### src/rtl/ram_arbiter.sv
// ram_arbiter
//   Two-requester round-robin arbiter and access sequencer for a single-port
//   RAM (active-high cs/we/oe, write on posedge, read data on negedge).
//   Each command takes three cycles: IDLE (arbitrate and latch), ACCESS (drive
//   the RAM for one cycle), and RESP (pulse the winner's ack for one cycle).
//
//   Handshake: a client raises <p>_req with <p>_we/<p>_addr/<p>_wdata stable
//   and holds them until <p>_ack. The ack is a single-cycle pulse. Fields are
//   sampled only in IDLE. A req still high during the ack cycle is not a new
//   command. A req still high in the IDLE cycle after that is a new command.
//
// Ports
//   clk, rst_n                   clock, async active-low reset
//   a_req/a_we/a_addr/a_wdata    port A command
//   a_ack, a_rdata               port A completion pulse, read data register
//   b_*                          same as port A, for port B
//   ram_cs/we/oe/addr/wdata      RAM control (registered, never X/Z)
//   ram_rdata                    RAM read data (valid during ACCESS reads)
//   dbg_state                    current FSM state, for observation only
module ram_arbiter #(
  parameter int AW = 4,
  parameter int DW = 16
) (
  input  logic          clk,
  input  logic          rst_n,
  input  logic          a_req,
  input  logic          a_we,
  input  logic [AW-1:0] a_addr,
  input  logic [DW-1:0] a_wdata,
  output logic          a_ack,
  output logic [DW-1:0] a_rdata,
  input  logic          b_req,
  input  logic          b_we,
  input  logic [AW-1:0] b_addr,
  input  logic [DW-1:0] b_wdata,
  output logic          b_ack,
  output logic [DW-1:0] b_rdata,
  output logic          ram_cs,
  output logic          ram_we,
  output logic          ram_oe,
  output logic [AW-1:0] ram_addr,
  output logic [DW-1:0] ram_wdata,
  input  logic [DW-1:0] ram_rdata,
  output logic [1:0]    dbg_state
);

  typedef enum logic [1:0] {
    IDLE   = 2'd0,
    ACCESS = 2'd1,
    RESP   = 2'd2
  } state_t;

  state_t state_q, state_d;

  logic          ptr_b_q;   // 1 = B was served last
  logic          gnt_b_q;   // winner of the command in flight
  logic          lat_we_q;  // command type of the command in flight
  logic          win_b;
  logic          sel_we;
  logic [AW-1:0] sel_addr;
  logic [DW-1:0] sel_wdata;

  // B wins when it is alone, or when both ask and A was served last.
  always_comb begin
    win_b     = b_req && (!a_req || !ptr_b_q);
    sel_we    = win_b ? b_we    : a_we;
    sel_addr  = win_b ? b_addr  : a_addr;
    sel_wdata = win_b ? b_wdata : a_wdata;
  end

  always_comb begin
    state_d = state_q;
    case (state_q)
      IDLE:    if (a_req || b_req) state_d = ACCESS;
      ACCESS:  state_d = RESP;
      RESP:    state_d = IDLE;
      default: state_d = IDLE;
    endcase
  end

  always_ff @(posedge clk or negedge rst_n) begin
    if (!rst_n) state_q <= IDLE;
    else        state_q <= state_d;
  end

  assign dbg_state = state_q;

  always_ff @(posedge clk or negedge rst_n) begin
    if (!rst_n) begin
      ptr_b_q   <= 1'b1;
      gnt_b_q   <= 1'b0;
      lat_we_q  <= 1'b0;
      a_ack     <= 1'b0;
      b_ack     <= 1'b0;
      a_rdata   <= '0;
      b_rdata   <= '0;
      ram_cs    <= 1'b0;
      ram_we    <= 1'b0;
      ram_oe    <= 1'b0;
      ram_addr  <= '0;
      ram_wdata <= '0;
    end else begin
      a_ack <= 1'b0;
      b_ack <= 1'b0;
      case (state_q)
        IDLE: begin
          if (a_req || b_req) begin
            gnt_b_q  <= win_b;
            lat_we_q <= sel_we;
            ram_cs   <= 1'b1;
            ram_we   <= sel_we;
            ram_oe   <= !sel_we;
            ram_addr <= sel_addr;
            // Write data only moves on writes so the bus stays quiet on reads.
            if (sel_we) ram_wdata <= sel_wdata;
          end
        end
        ACCESS: begin
          ram_cs <= 1'b0;
          ram_we <= 1'b0;
          ram_oe <= 1'b0;
          // The RAM drove read data on the negedge inside ACCESS.
          if (!lat_we_q) begin
            if (gnt_b_q) b_rdata <= ram_rdata;
            else         a_rdata <= ram_rdata;
          end
          a_ack <= !gnt_b_q;
          b_ack <= gnt_b_q;
        end
        RESP: begin
          // Pointer moves only when the ack cycle completes.
          ptr_b_q <= gnt_b_q;
        end
        default: ;
      endcase
    end
  end

endmodule
### config.mk
export PLATFORM = sky130hd
export DESIGN_NAME = ram_arbiter
export DESIGN_NICKNAME = d
export VERILOG_FILES = /design/src/rtl/ram_arbiter.sv
export SDC_FILE = /design/constraint.sdc
export NUM_CORES = 1
export LEC_CHECK = 0
export BUFFER_PORTS_ARGS = -buffer_cell sky130_fd_sc_hd__buf_4
export CAP_MARGIN = 20
export CELL_PAD_IN_SITES_DETAIL_PLACEMENT = 0
export CELL_PAD_IN_SITES_GLOBAL_PLACEMENT = 2
export CORE_ASPECT_RATIO = 0.5
export CORE_UTILIZATION = 31
export DETAILED_ROUTE_END_ITERATION = 6
export GPL_TIMING_DRIVEN = 0
export PLACE_DENSITY = 0.93
export SETUP_SLACK_MARGIN = 0.2
export SYNTH_ARGS = -nofsm -noshare
export SYNTH_HDL_FRONTEND = slang
export SYNTH_SLANG_ARGS = --single-unit
### constraint.sdc
create_clock -name clk -period 3.7 [get_ports clk]
set_clock_uncertainty 0.2 [all_clocks]
set_input_delay 0.37 -clock clk [delete_from_list [all_inputs] [get_ports clk]]
set_output_delay 0.37 -clock clk [all_outputs]
set_load 0.02 [all_outputs]
==> results.sh <==
export IMPL_cts_root_buf="clkbuf_16"
export IMPL_layout_drive_gt1_share_pct=61.3
export IMPL_worst_pin_slew_ns=0.778
export IMPL_final_nets=367
export IMPL_dp_hpwl_um=4700
export IMPL_grt_ovfl_total=0
export IMPL_setup_tns_ns=0
export IMPL_cp_required_ns=3.70
export IMPL_cts_resized=0
export IMPL_final_cell_mix="buf_4 (121), dfrtp_1 (61), mux2_2 (23), o22ai_1 (16)"
export IMPL_cp_slowest_cell="nor3_2"
export IMPL_drt_initial_drc_count=47
export IMPL_antenna_found_initial=0
export IMPL_seq_area_frac_synth_pct=60.1
export IMPL_slowest_delay_ns=0.46
export IMPL_synth_cells=173
export IMPL_maxCapViolations=0
export IMPL_cts_num_sinks=62
export IMPL_leakagePower_uw=0.00188
export IMPL_final_hold_viol_count=0
export IMPL_io_buffers=120
export IMPL_r2r_start="dbg_state[1]$_DFFE_PN0P_"
export IMPL_synth_seq_cells=62
export IMPL_vias=1926
export IMPL_grt_usage_pct=15.5
export IMPL_placedCellCount=405
export IMPL_relSlewSlack_pct=48.1
export IMPL_hold_class="in -> reg"
export IMPL_synth_cell_type_count=29
export IMPL_ant_nets=0
export IMPL_die_area_mm2=0.00873
export IMPL_grt_pass1_wl_um=10200
export IMPL_avgSynthCellArea_um2=14.9
export IMPL_grt_max_degree=63
export IMPL_ir_drop_uv=314
export IMPL_outcome="finished clean"
export IMPL_rr_worst_depth=4
export IMPL_die_h_um=66.6
export IMPL_core_rowCount=23
export IMPL_arrival_ns=2.05
export IMPL_instances_no_fill=422
export IMPL_syn_num_nets=235
export IMPL_gp_congestion=0.713
export IMPL_h_tree_depth=3
export IMPL_cts_buffers=9
export IMPL_syn_area_mm2=0.00258
export IMPL_dr_pass1_iters=4
export IMPL_nFillCells=730
export IMPL_r2r_end="a_rdata[14]$_DFFE_PN0P_"
export IMPL_period_share_pct=55.3
export IMPL_crit_fanout=10
export IMPL_crit_path_end_kind="flip-flop"
export IMPL_cts_buffer_depth=2
export IMPL_n_antenna_cell=0
export IMPL_crit_start="dbg_state[1]$_DFFE_PN0P_"
export IMPL_insertion_delay_ns=0.32
export IMPL_first_global_vias=2042
export IMPL_layout_cells_most_common="buf_4"
export IMPL_powerDensity_mw_per_mm2=973
export IMPL_via_per_inst=4.56
export IMPL_fin_crit_ns=2.05
export IMPL_finalMaxSlewViolations=0
export IMPL_rsz0062_at_grt="false"
export IMPL_crit_type="reg -> reg"
export IMPL_die_width_um=131
export IMPL_finalSetupViolations=0
export IMPL_cp_start_kind="flip-flop"
export IMPL_path_clk_slew_ns=0.05
export IMPL_wire_per_inst_um=15.2
export IMPL_yosys_warnings=0
export IMPL_coreArea_mm2=0.00803
export IMPL_ios=121
export IMPL_wirelength_um=6400
export IMPL_initial_core_util_pct=32.2
export IMPL_drc=0
export IMPL_cts_tree="built"
export IMPL_area_growth_pct=53.7
export IMPL_crit_chain="nand2b_4 -> nor3_2 -> buf_4 -> mux2_2"
export IMPL_fmax_mhz=489
export IMPL_setup_worst_path_end="a_rdata[14]$_DFFE_PN0P_"
export IMPL_fin_util_pct=49.4
export IMPL_r2r_slack_ns=1.65
layer usage:
layer | up-vias | wire [um] | global-route usage [%]
met1 | 967 | 2680 | 17.6
met5 | - | 0 | 0
met2 | 49 | 3370 | 27.1
met4 | 0 | 81 | 8.24
met3 | 7 | 274 | 4.64
li1 | 903 | - | -
state kept, by name, indices dropped and copies added, names as in the netlist, 2 cells and up:
signal,flops
ram_addr,4
ram_wdata,16
dbg_state,2
a_rdata,16
b_rdata,16
logic make-up (layout without fill, tap and decap cells):
| group | Yosys count | after routing | synth area share [%] |
|---|---|---|---|
| buf+inv | 12 | 149 | 2.81 |
| compound gates | 44 | 44 | 15.9 |
| flops | 62 | 62 | 60.1 |
| simple gates | 18 | 18 | 3.78 |
| mux | 37 | 37 | 17.4 |
final cells by class:
| class | instances | area [um^2] | share of cell area (%) |
|---|---|---|---|
| multi-input cells | 99 | 958 | 24.1 |
| inverters | 3 | 11.3 | 0.284 |
| plain buffers | 9 | 61.3 | 1.54 |
| well taps | 112 | 140 | 3.53 |
| flip-flops and latches | 62 | 1550 | 39.1 |
| clock buffers | 13 | 270 | 6.81 |
| clock inverters | 3 | 65.1 | 1.64 |
| repair buffers | 121 | 911 | 22.9 |
cells in the mapped netlist (all sizes together):
master	number	area [um^2]
nor2	2	7.51
buf	5	46.3
a2bb2oi	16	203
o21ai	5	25.0
mux2	33	409
nor2b	2	12.5
a21boi	2	37.5
clkbuf	4	15.0
dfstp	1	26.3
and2	2	12.5
nand2b	2	20.0
o22ai	16	100
nand2	8	30.0
o21a	2	22.5
dfrtp	61	1530
inv	3	11.3
o211a	1	10.0
mux2i	4	40.0
a21oi	1	5.00
nand3	1	5.00
a22o	1	8.76
nor3	1	10.0
critical path: cells and delay by family (launching register included):
family,cells,cell delay [ns]
buffers and inverters,1,0.31
flip-flops,1,0.42
multiplexers,1,0.36
AND/OR/NAND/NOR,2,0.64
worst min-delay path by stage:
stage / start / slack, ns / cells after the start / end
floorplan: rst_n / -0.13 / 0 / a_ack$_DFF_PN0_
global placement: ram_cs$_DFFE_PN0P_ / 0.27 / 2 / ram_cs$_DFFE_PN0P_
detailed placement: ram_addr[3]$_DFFE_PN0P_ / 0.28 / 2 / ram_addr[3]$_DFFE_PN0P_
CTS: ram_rdata[1] / 0.07 / 2 / b_rdata[1]$_DFFE_PN0P_
global route: ram_rdata[15] / 0.07 / 2 / b_rdata[15]$_DFFE_PN0P_
finish: ram_rdata[1] / 0.09 / 2 / b_rdata[1]$_DFFE_PN0P_
power by group:
part           switching, uW  internal [uW]
clock network            277            643
registers                204           1020
logic                    846            873
total                   1330           2530
stage by stage:
stage                     area, um^2  setup slack [ns]  hold slack [ns]  power [uW]
after floorplan                 2580              1.81           -0.126        2250
after global placement          3620              1.64            0.267        2920
after detailed placement        3620              1.62            0.277        2970
after CTS                       3970              1.59           0.0714        3920
after global routing            3970              1.55           0.0749        4060
final                           3970              1.65           0.0900        3860
timing repair:
action,4_1_cts,5_1_grt
endpoints found under the hold margin,61,0
setup buffers,0,0
hold buffers,1,0
No activity file was read; power rests on OpenSTA's default activity.
